--- config.mk ---
export PLATFORM = sky130hd
export DESIGN_NAME = nexys_starship_lr
export DESIGN_NICKNAME = d
export VERILOG_FILES = /design/src/rtl/nexys_starship_pkg.sv /design/src/rtl/nexys_starship_tick_sync.sv /design/src/rtl/nexys_starship_lr.sv
export SDC_FILE = /design/constraint.sdc
export NUM_CORES = 1
export LEC_CHECK = 0
export BUFFER_PORTS_ARGS = -buffer_cell sky130_fd_sc_hd__buf_2
export CAP_MARGIN = 20
export CELL_PAD_IN_SITES_DETAIL_PLACEMENT = 0
export CELL_PAD_IN_SITES_GLOBAL_PLACEMENT = 1
export CORE_AREA = 8 8 61 58
export CTS_CLUSTER_DIAMETER = 100
export DETAILED_ROUTE_END_ITERATION = 16
export DIE_AREA = 0 0 69 66
export PLACE_DENSITY = 0.78
export SLEW_MARGIN = 10
export SYNTH_ARGS = -nofsm -noshare
export SYNTH_HDL_FRONTEND = slang
export SYNTH_HIERARCHICAL = 1
export SYNTH_SLANG_ARGS = --single-unit
--- constraint.sdc ---
create_clock -name Clk -period 3.1 [get_ports Clk]
set_clock_uncertainty 0.2 [all_clocks]
set_input_delay 0.62 -clock Clk [delete_from_list [all_inputs] [get_ports Clk]]
set_output_delay 0.62 -clock Clk [all_outputs]
set_load 0.02 [all_outputs]
--- src/rtl/nexys_starship_pkg.sv ---
// Shared definitions for the Nexys Starship repair rooms.
package nexys_starship_pkg;

    // Room controller states, shared by the left, top and bottom repair machines
    typedef enum logic [1:0] {
        LR_INIT    = 2'd0,
        LR_WORKING = 2'd1,
        LR_REPAIR  = 2'd2
    } lr_state_e;

    // Default repair budget: timer ticks before timeout, wrong submits before failure
    localparam int REPAIR_TIMEOUT_TICKS = 10;
    localparam int REPAIR_MAX_WRONG     = 3;

    // Choose the code to issue. If the PRNG value already matches the switches,
    // issue its inverse so the player can never solve the room without acting.
    function automatic logic [3:0] repair_code(input logic [3:0] randomHex,
                                               input logic [3:0] switchHex);
        logic [3:0] code;
        code = randomHex;
        if (randomHex == switchHex) begin
            code = ~randomHex;
        end
        return code;
    endfunction

endpackage

--- src/rtl/nexys_starship_tick_sync.sv ---
// Brings the slow divided timer clock into the system clock domain and
// turns each of its rising edges into a one-cycle tick pulse.
module nexys_starship_tick_sync (
    input  logic clk_i,
    input  logic reset_i,
    input  logic async_i,
    output logic tick_o
);

    logic sync0_q;
    logic sync1_q;
    logic sync2_q;

    // Two-flop synchronizer followed by one history flop for edge detection
    always_ff @(posedge clk_i) begin
        if (reset_i) begin
            sync0_q <= 1'b0;
            sync1_q <= 1'b0;
            sync2_q <= 1'b0;
        end else begin
            sync0_q <= async_i;
            sync1_q <= sync0_q;
            sync2_q <= sync1_q;
        end
    end

    // Rising edge of the synchronized level, high for exactly one clock
    assign tick_o = sync1_q & ~sync2_q;

endmodule

--- src/rtl/nexys_starship_lr.sv ---
// Left-room repair responder: issues a repair code when the PRNG breaks the
// room, checks submitted switch combos, and flags gameover on too many wrong
// answers or when the repair timer runs out.
module nexys_starship_lr
    import nexys_starship_pkg::*;
#(
    parameter int TIMEOUT_TICKS = REPAIR_TIMEOUT_TICKS,
    parameter int MAX_WRONG     = REPAIR_MAX_WRONG
) (
    input  logic       Clk,
    input  logic       Reset,
    input  logic       play_flag,
    input  logic       gameover_ctrl,
    input  logic       timer_clk,
    input  logic       LR_random,
    input  logic [3:0] random_hex,
    input  logic [3:0] hex_combo,
    input  logic       BtnL,
    output logic       q_LR_Init,
    output logic       q_LR_Working,
    output logic       q_LR_Repair,
    output logic       left_broken,
    output logic [3:0] LR_combo,
    output logic       left_gameover,
    output logic [3:0] LR_time_left
);

    localparam int                 WRONG_W     = $clog2(MAX_WRONG + 1);
    localparam logic [WRONG_W-1:0] WRONG_LIMIT = WRONG_W'(MAX_WRONG);
    localparam logic [3:0]         TIME_INIT   = 4'(TIMEOUT_TICKS);

    lr_state_e          state_q,    state_d;
    logic               broken_q,   broken_d;
    logic [3:0]         combo_q,    combo_d;
    logic               gameover_q, gameover_d;
    logic [3:0]         time_q,     time_d;
    logic [WRONG_W-1:0] wrong_q,    wrong_d;
    logic [WRONG_W-1:0] wrongInc;
    logic               tick;

    nexys_starship_tick_sync u_tick_sync (
        .clk_i   (Clk),
        .reset_i (Reset),
        .async_i (timer_clk),
        .tick_o  (tick)
    );

    // State and status registers; reset puts the room back to an idle INIT
    always_ff @(posedge Clk) begin
        if (Reset) begin
            state_q    <= LR_INIT;
            broken_q   <= 1'b0;
            combo_q    <= 4'h0;
            gameover_q <= 1'b0;
            time_q     <= TIME_INIT;
            wrong_q    <= '0;
        end else begin
            state_q    <= state_d;
            broken_q   <= broken_d;
            combo_q    <= combo_d;
            gameover_q <= gameover_d;
            time_q     <= time_d;
            wrong_q    <= wrong_d;
        end
    end

    // Next-state logic: break on a PRNG tick, then resolve the repair by a
    // global abort, a correct submit, too many wrong submits, or timeout
    always_comb begin
        state_d    = state_q;
        broken_d   = broken_q;
        combo_d    = combo_q;
        gameover_d = gameover_q;
        time_d     = time_q;
        wrong_d    = wrong_q;
        wrongInc   = (wrong_q == WRONG_LIMIT) ? wrong_q : wrong_q + WRONG_W'(1);

        case (state_q)
            LR_INIT: begin
                wrong_d  = '0;
                broken_d = 1'b0;
                if (play_flag && !gameover_ctrl) begin
                    state_d = LR_WORKING;
                end
            end

            LR_WORKING: begin
                if (gameover_ctrl) begin
                    state_d = LR_INIT;
                end else if (tick && LR_random) begin
                    state_d  = LR_REPAIR;
                    combo_d  = repair_code(random_hex, hex_combo);
                    time_d   = TIME_INIT;
                    wrong_d  = '0;
                    broken_d = 1'b1;
                end
            end

            LR_REPAIR: begin
                if (gameover_ctrl) begin
                    state_d  = LR_INIT;
                    broken_d = 1'b0;
                end else if (BtnL && (hex_combo == combo_q)) begin
                    state_d  = LR_WORKING;
                    broken_d = 1'b0;
                end else if (BtnL) begin
                    wrong_d = wrongInc;
                    if (wrongInc == WRONG_LIMIT) begin
                        gameover_d = 1'b1;
                        state_d    = LR_INIT;
                        broken_d   = 1'b0;
                    end
                end else if (tick) begin
                    if (time_q != 4'd0) begin
                        time_d = time_q - 4'd1;
                    end
                    if (time_q == 4'd1) begin
                        gameover_d = 1'b1;
                        state_d    = LR_INIT;
                        broken_d   = 1'b0;
                    end
                end
            end

            default: begin
                state_d = LR_INIT;
            end
        endcase
    end

    assign q_LR_Init     = (state_q == LR_INIT);
    assign q_LR_Working  = (state_q == LR_WORKING);
    assign q_LR_Repair   = (state_q == LR_REPAIR);
    assign left_broken   = broken_q;
    assign LR_combo      = combo_q;
    assign left_gameover = gameover_q;
    assign LR_time_left  = time_q;

endmodule

==> results_tabular.tex, run 1 <==
\begin{tabular}{lr}
\hline
Metric & Value \\
\hline
\multicolumn{2}{l}{\textbf{Run}} \\
\quad Max Cap Violations & 0 \\
\multicolumn{2}{l}{\textbf{Die}} \\
\quad I/O pin cnt & 28 \\
\quad Die Y & 66 um \\
\quad Die Footprint & 4550 sq um \\
\quad Standard-cell rows & 18 \\
\quad Core Region & 2570 sq um \\
\quad Initial standard-cell utilization of the core & 37.8\% \\
\quad Die boundary width & 69 um \\
\multicolumn{2}{l}{\textbf{Setup path}} \\
\quad CP Launch Type & flip-flop \\
\quad Endpoint kind of the worst setup timing path & output port \\
\quad Req. time, crit path & 2.28 ns \\
\quad Worst Path Max Fanout & 8 \\
\quad Critical path start-end classification & reg -> out \\
\quad Total buffers and inverters traversed by the critical path & 2 \\
\quad Delay of the slowest critical-path stage & 0.43 ns \\
\quad Cell class contributing the biggest share of worst-path delay & flip-flops \\
\quad Standard cell with the maximum stage delay on the critical path & dfxtp\_1 \\
\quad Register-to-Register Setup Slack & 0.97 ns \\
\quad Critical-path cell list & nand2b\_1, inv\_2, buf\_2 \\
\quad Critical path data arrival time & 1.34 ns \\
\multicolumn{2}{l}{\textbf{Hold path}} \\
\quad Hold Crit Class & reg -> reg \\
\multicolumn{2}{l}{\textbf{Timing}} \\
\quad Slew @ Worst Pin & 0.464 ns \\
\quad Shortest period the worst path allows & 2.16 ns \\
\quad Unrepaired setup endpoints after global routing & false \\
\quad Setup\_tns & 0 ns \\
\quad Worst hold margin & around 0.24 ns \\
\quad Max\_slew headroom & 69.1\% \\
\quad Number of pins with negative max-slew slack in the final report & 0 \\
\quad Final cycle utilization of the critical path & a little over two thirds \\
\quad Count of final setup violators & 0 \\
\quad Peak Freq & 463 MHz \\
\quad Final number of hold-violating endpoints & 0 \\
\multicolumn{2}{l}{\textbf{Route}} \\
\quad Detailed Routing Iterations Pass 1 & 4 \\
\quad Routed length per instance & 13.8 um \\
\quad Wire length reported by the detailed router & 2280 um \\
\quad Via count & about 860 \\
\quad Post-detailed-route count of antenna-violating nets & 0 \\
\quad Number of design rule violations left after detail routing & 0 \\
\quad Ratio of routed vias to standard cells & 5.22 \\
\quad Iter 0 DRT Violations & 38 \\
\multicolumn{2}{l}{\textbf{Synthesis}} \\
\quad Part of the Yosys area used for sequential elements & 35.1\% \\
\quad Number of enable-type register cells in the synthesized netlist & 0 \\
\quad Share of the synthesized area in the top cell type & 35.1\% \\
\quad Post-Synth Adder-Cell Area & under 10\% \\
\quad Largest family of logic cells by synthesized area & simple AND/OR/NAND/NOR gates \\
\quad Most instantiated cells after synthesis & dfxtp\_1, nor2\_1, xnor2\_1, inv\_1 \\
\quad Number of instances in the synthesized netlist & 107 \\
\quad Top FF cell, synth & dfxtp\_1 \\
\quad Compound-gate portion of the synthesized area & between 20\% and 30\% \\
\quad Cells taking the most area after synthesis & dfxtp\_1, xnor2\_1, a211oi\_1, nor2\_1, xor2\_1 \\
\quad Most common cell in the netlist & dfxtp\_1 \\
\quad Mapped Avg Cell Area & 9.07 sq um \\
\quad Library cells used by synthesis & between 40 and 50 \\
\quad Post-Synth XOR/XNOR Area & 10.8\% \\
\quad Combined area of all synthesized cells & 971 sq um \\
\quad Syn nets & 124 \\
\quad Post-Synth Simple-Gate Area & roughly a quarter \\
\quad Top cell type by total area after synthesis & dfxtp\_1 \\
\quad Post-synthesis mux area share & between 1 and 1.5\% \\
\quad Seq cells post-synth & 17 \\
\quad Yosys warning total & 6 \\
\quad Share of synthesized flip-flops with an asynchronous set or reset & 0\% \\
\multicolumn{2}{l}{\textbf{Power and ir drop}} \\
\quad Peak supply drop & 0.268 mV \\
\quad Pwr/cell area & between 300 and 400 nW/um\^{}2 \\
\quad Power consumption & 0.000408 W \\
\quad Static leakage & $\sim$0.47 nW \\
\multicolumn{2}{l}{\textbf{Clock tree}} \\
\quad Number of buffers inserted during clock tree synthesis & 3 \\
\quad Number of setup buffers added after CTS & 0 \\
\quad Quantity of hold-fixing buffers added after cts & 0 \\
\quad Root buffer cell & clkbuf\_4 \\
\quad Clock tree from TritonCTS & done \\
\quad Clock latency of the later-clocked register in the worst-skew pair & 0.30 ns \\
\quad Max Root-Sink Buffers & 2 \\
\quad Level count of the clock H-tree & 1 \\
\quad Clock-pin slew of the registers on the worst-case setup and hold paths & $\sim$0.1 ns \\
\quad Cts repair resizes & 0 \\
\quad Number of sinks on the clock net & 17 \\
\multicolumn{2}{l}{\textbf{Finish}} \\
\quad Antenna fix cells & 0 \\
\quad Area occupied by multi-input gates & 581 sq um \\
\quad Area growth from synthesis to final layout & 18.6\% \\
\quad Final Core Density & 44.8\% \\
\quad Number of filler instances in the final layout & 258 \\
\quad Final layout net count & between 150 and 200 \\
\quad Area used by sequential logic in the layout & 340 sq um \\
\quad Fraction of layout instances using a drive strength above 1 & between 20 and 30\% \\
\multicolumn{2}{l}{\textbf{Place}} \\
\quad Number of port buffers & 27 \\
\quad DP HPWL & between 1500 and 2000 um \\
\quad Final estimated routing congestion in global placement & 0.760 \\
\multicolumn{2}{l}{\textbf{GRT}} \\
\quad Antenna violations before repair & 0 \\
\quad Vias in the first global route & 880 \\
\quad Grt total ovfl & 0 \\
\quad First-pass GRT wire length & 3880 um \\
\quad Tot GR Track Use & 10.3\% \\
\quad Pin count of the biggest net entering global routing & 14 \\
\multicolumn{2}{l}{\textbf{Outcome}} \\
\quad Run status & finished, final reports clean \\
\hline
\end{tabular}
-- placed cells by master, fill, tap and decap left out, types with 2 or more instances in the layout --
cell type / instances
xor2_1: 4
nand2_1: 2
buf_2: 27
o21ai_0: 3
a31oi_1: 3
ha_1: 2
dfxtp_1: 17
and3_1: 2
nor2_1: 10
nand2b_1: 3
a211oi_1: 5
a21oi_1: 4
nor3_1: 5
clkbuf_4: 3
inv_1: 7
xnor2_1: 8
nor2b_1: 3
or3_1: 2
-- cell families (layout without fill, tap and decap cells) --
group           after synthesis  count (layout)
compound gates               26              26
xor+xnor                     12              12
fa+ha+maj                     2               2
buf+inv                      11              39
flops                        17              17
mux                           1               1
simple gates                 38              38
-- sequential cells by signal, summed over array words and instances, names as in the netlist --
register             count
u_tick_sync/sync2_q      1
u_tick_sync/sync0_q      1
LR_time_left             4
u_tick_sync/sync1_q      1
left_gameover            1
left_broken              1
LR_combo                 4
state_q                  2
wrong_q                  2
-- final timing paths --
check / startpoint / end / depth (start not counted)
min: u_tick_sync/sync0_q$_SDFF_PP0_ / u_tick_sync/sync1_q$_SDFF_PP0_ / 1
max reg2reg: u_tick_sync/sync1_q$_SDFF_PP0_ / LR_time_left[2]$_SDFFE_PP0P_ / 5
max: state_q[0]$_SDFFE_PP0P_ / q_LR_Repair / 3
min reg2reg: u_tick_sync/sync0_q$_SDFF_PP0_ / u_tick_sync/sync1_q$_SDFF_PP0_ / 1
-- cell type report --
cell class	instances	area share, %
clock buffers	3	1.96
inverters	8	2.61
repair buffers	27	11.7
clock inverters	1	0.435
multi-input cells	79	50.4
flip-flops and latches	17	29.6
well taps	30	3.26
-- through the flow --
step / setup slack [ns] / instance area [sq um] / std cells
2_1_floorplan: 1.07 / 971 / 107
3_3_place_gp: 0.906 / 1120 / 161
3_5_place_dp: 0.857 / 1120 / 161
4_1_cts: 0.938 / 1150 / 165
5_1_grt: 0.833 / 1150 / 165
6_report: 0.941 / 1150 / 165
-- per-layer routing --
layer / vias to the layer above / track usage, % / share of wire [%] / wire [um]
met2: 18 / 16.5 / 44 / 998
met1: 395 / 11.8 / 49 / 1120
met3: 4 / 4.80 / 5.7 / 130
li1: 444 / - / - / -
met5: - / 0 / 0 / 0
met4: 0 / 3.84 / 1.1 / 24
-- report_power, final --
| group | leakage, nW | switching [W] | total (W) | internal (W) |
|---|---|---|---|---|
| Sequential | 0.138 | 0.00000275 | 0.000225 | 0.000222 |
| Combinational | 0.319 | 0.0000339 | 0.0000594 | 0.0000255 |
| Clock | 0.0177 | 0.0000757 | 0.000124 | 0.0000481 |
| Total | 0.475 | 0.000112 | 0.000408 | 0.000296 |
No activity file was read; power rests on OpenSTA's default activity.
==> inputs of run 2 (changes only) <==
ABC_AREA = 1   (was default)
CORE_AREA = 8 8 69 65   (was 8 8 61 58)
DIE_AREA = 0 0 77 73   (was 0 0 69 66)
PLACE_DENSITY = 0.69   (was 0.78)
clock period = 1.82 ns   (was 3.1 ns; I/O delays follow)
==> results_tabular.tex, run 2 <==
\begin{tabular}{lr}
\hline
Metric & Value \\
\hline
\multicolumn{2}{l}{\textbf{Synthesis}} \\
\quad Top cell type by total area after synthesis & dfxtp\_1 \\
\quad Number of instances in the synthesized netlist & 148 (+38\%) \\
\quad Cells taking the most area after synthesis & dfxtp\_1, nand2\_1, inv\_1, xnor2\_1, a21oi\_1 \\
\quad Seq cells post-synth & 17 (unchanged) \\
\quad Syn nets & 165 (+33\%) \\
\quad Yosys warning total & 6 (unchanged) \\
\quad Mapped Avg Cell Area & 6.89 sq um (-24\%) \\
\quad Combined area of all synthesized cells & 1020 sq um (+5.0\%) \\
\quad Most common cell in the netlist & nand2\_1 \\
\quad Share of synthesized flip-flops with an asynchronous set or reset & 0\% (unchanged) \\
\quad Number of enable-type register cells in the synthesized netlist & 0 (unchanged) \\
\quad Share of the synthesized area in the top cell type & 33.4\% (-1.7 points) \\
\quad Part of the Yosys area used for sequential elements & 33.4\% (-1.7 points) \\
\quad Library cells used by synthesis & 31 (-28\%) \\
\quad Most instantiated cells after synthesis & nand2\_1, inv\_1, dfxtp\_1, nor2\_1, a21oi\_1 \\
\quad Top FF cell, synth & dfxtp\_1 \\
\multicolumn{2}{l}{\textbf{Finish}} \\
\quad Area growth from synthesis to final layout & 24.5\% \\
\quad Final cell count without fillers & 224 (+36\%) \\
\quad Final layout net count & 198 (+29\%) \\
\quad Post-route standard cell area excluding fillers & 1270 sq um (+10\%) \\
\quad Top library cells by usage in the layout, fill and taps aside & nand2\_1, buf\_2, inv\_1 \\
\quad Fraction of layout instances using a drive strength above 1 & 27.8\% (-0.37 points) \\
\quad Antenna fix cells & 0 (unchanged) \\
\quad Most common library cell in the layout ignoring fill and taps & nand2\_1 \\
\quad Final Core Density & 38.4\% (-6.4 points) \\
\quad Number of filler instances in the final layout & 388 (+50\%) \\
\multicolumn{2}{l}{\textbf{Timing}} \\
\quad Shortest period the worst path allows & between 1.5 and 2 ns \\
\quad Count of final setup violators & 0 (unchanged) \\
\quad Number of pins with negative max-slew slack in the final report & 0 (unchanged) \\
\quad Unrepaired setup endpoints after global routing & false \\
\quad Setup\_tns & 0 ns (unchanged) \\
\quad Final number of hold-violating endpoints & 0 (unchanged) \\
\quad Slew @ Worst Pin & 0.286 ns (-0.177 ns) \\
\quad Max\_slew headroom & 80.9\% (+12 points) \\
\quad Worst hold margin & 0.115 ns (-0.129 ns) \\
\quad Peak Freq & 586 MHz \\
\quad Final cycle utilization of the critical path & between 90\% and 100\% \\
\multicolumn{2}{l}{\textbf{Hold path}} \\
\quad Hold Crit Class & in -> reg \\
\multicolumn{2}{l}{\textbf{Route}} \\
\quad Detailed Routing Iterations Pass 1 & 4 (unchanged) \\
\quad Number of design rule violations left after detail routing & 0 (unchanged) \\
\quad Via count & 1006 (+17\%) \\
\quad Post-detailed-route count of antenna-violating nets & 0 (unchanged) \\
\quad Iter 0 DRT Violations & 61 (+61\%) \\
\quad Ratio of routed vias to standard cells & 4.49 (-14\%) \\
\quad Wire length reported by the detailed router & 2410 um (+6.1\%) \\
\quad Routed length per instance & 10.8 um (-22\%) \\
\multicolumn{2}{l}{\textbf{GRT}} \\
\quad Vias in the first global route & 984 (+12\%) \\
\quad Grt total ovfl & 0 (unchanged) \\
\quad Pin count of the biggest net entering global routing & 15 (+1) \\
\quad Tot GR Track Use & 8.98\% (-1.3 points) \\
\quad Antenna violations before repair & 0 (unchanged) \\
\quad Met2 usage & 15.4\% (-1.1 points) \\
\quad Met1 Usage GRT & 9.98\% (-1.8 points) \\
\quad Most heavily used metal layer in global routing & met2 \\
\quad M3 GR Usage & 2.46\% (-2.3 points) \\
\quad First-pass GRT wire length & 4180 um (+7.6\%) \\
\multicolumn{2}{l}{\textbf{Die}} \\
\quad Initial standard-cell utilization of the core & 30.9\% (-6.9 points) \\
\quad Die Y & 73 um (+11\%) \\
\quad Standard-cell rows & 20 (+2) \\
\quad Die boundary width & 77 um (+12\%) \\
\quad Core Region & 3300 sq um (+29\%) \\
\quad I/O pin cnt & 28 (unchanged) \\
\quad Die Footprint & 5620 sq um (+23\%) \\
\multicolumn{2}{l}{\textbf{Clock tree}} \\
\quad Quantity of hold-fixing buffers added after cts & 0 (unchanged) \\
\quad Clock tree from TritonCTS & done \\
\quad Number of buffers inserted during clock tree synthesis & 3 (unchanged) \\
\quad Clock latency of the later-clocked register in the worst-skew pair & 0.25 ns (-0.05 ns) \\
\quad Root buffer cell & clkbuf\_8 \\
\quad Level count of the clock H-tree & 1 (unchanged) \\
\quad Max Root-Sink Buffers & 2 (unchanged) \\
\quad Number of sinks on the clock net & 17 (unchanged) \\
\quad Clock-pin slew of the registers on the worst-case setup and hold paths & 0.07 ns (-0.03 ns) \\
\multicolumn{2}{l}{\textbf{Outcome}} \\
\quad Run status & finished, final reports clean \\
\multicolumn{2}{l}{\textbf{Place}} \\
\quad Inst Count DP & 220 (+37\%) \\
\quad Final estimated routing congestion in global placement & 0.822 (+8.1\%) \\
\quad Placed inst area & 1220 sq um (+8.7\%) \\
\quad Number of port buffers & 27 (unchanged) \\
\quad DP HPWL & 1980 um (+11\%) \\
\multicolumn{2}{l}{\textbf{Setup path}} \\
\quad Standard cell with the maximum stage delay on the critical path & dfxtp\_1 \\
\quad Worst Path Max Fanout & 4 (-4) \\
\quad CP Launch Type & flip-flop \\
\quad Critical path start-end classification & reg -> out \\
\quad Endpoint kind of the worst setup timing path & output port \\
\quad Critical-path cell list & inv\_2, nor2\_2, buf\_2 \\
\quad Delay of the slowest critical-path stage & 0.43 ns (about the same) \\
\quad Req. time, crit path & 1.26 ns (-1.02 ns) \\
\quad Critical path data arrival time & 1.14 ns (-0.20 ns) \\
\multicolumn{2}{l}{\textbf{Power and ir drop}} \\
\quad Pwr/cell area & 610 nW/um\^{}2 (+72\%) \\
\quad Peak supply drop & 0.414 mV (+55\%) \\
\quad Static leakage & 0.624 nW (+31\%) \\
\multicolumn{2}{l}{\textbf{Run}} \\
\quad Max Cap Violations & 0 (unchanged) \\
\hline
\end{tabular}
[run 2: per-layer routing]
metal | vias up | routed length, um
met5 | - | 0
met4 | 0 | 52
met3 | 4 | 83
met2 | 15 | 1110
met1 | 450 | 1160
li1 | 537 | -
[run 2: worst paths after layout]
check,from,endpoint,slack [ns],cells after the start
worst max-delay path,state_q[0]$_SDFFE_PP0P_,q_LR_Working,0.11,3
worst min-delay path,timer_clk,u_tick_sync/sync0_q$_SDFF_PP0_,0.12,3
worst max register to register,u_tick_sync/sync1_q$_SDFF_PP0_,wrong_q[0]$_SDFFE_PP0P_,0.20,8
worst min register to register,u_tick_sync/sync0_q$_SDFF_PP0_,u_tick_sync/sync1_q$_SDFF_PP0_,0.21,2
[run 2: metrics by stage]
| stage | total power, W | setup WS, ns |
|---|---|---|
| 2_1_floorplan | 0.000462 | 0.193 |
| 3_3_place_gp | 0.000502 | 0.178 |
| 3_5_place_dp | 0.000503 | 0.139 |
| 4_1_cts | 0.000789 | 0.0325 |
| 5_1_grt | 0.000822 | 0.0273 |
| 6_report | 0.000774 | 0.114 |
[run 2: timing repair]
action | 4_1_cts | 5_1_grt
endpoints found under the setup margin | 0 | 2
resized for setup | 0 | 2
setup buffers | 0 | 0
[run 2: cell families after synthesis]
logic type / Yosys count / share of synthesized area (%)
fa+ha+maj: 2 / 2.45
xor+xnor: 9 / 7.73
buf+inv: 29 / 10.9
simple gates: 65 / 30.3
compound gates: 26 / 15.2
flops: 17 / 33.4
[run 2: layout make-up]
| type | instances | area (sq um) | area share (%) |
|---|---|---|---|
| multi-input combinational | 102 | 571 | 44.9 |
| sequential | 17 | 342 | 26.9 |
| timing repair buffer | 29 | 150 | 11.8 |
| inverter | 28 | 108 | 8.47 |
| tap | 44 | 55.1 | 4.33 |
| clock buffer | 4 | 45.0 | 3.55 |
[run 2: power by group]
part	internal [W]	switching, W	total (W)	leakage [nW]
clock	0.000155	0.000125	0.000280	0.0228
combinational	0.0000440	0.0000660	0.000110	0.463
sequential	0.000379	0.00000531	0.000384	0.138
total	0.000578	0.000196	0.000774	0.624
[run 2: critical path: cells and delay by family (launching register included)]
family | cells | cell delay (ns)
flops | 1 | 0.43
simple gates | 1 | 0.17
buf+inv | 2 | 0.29
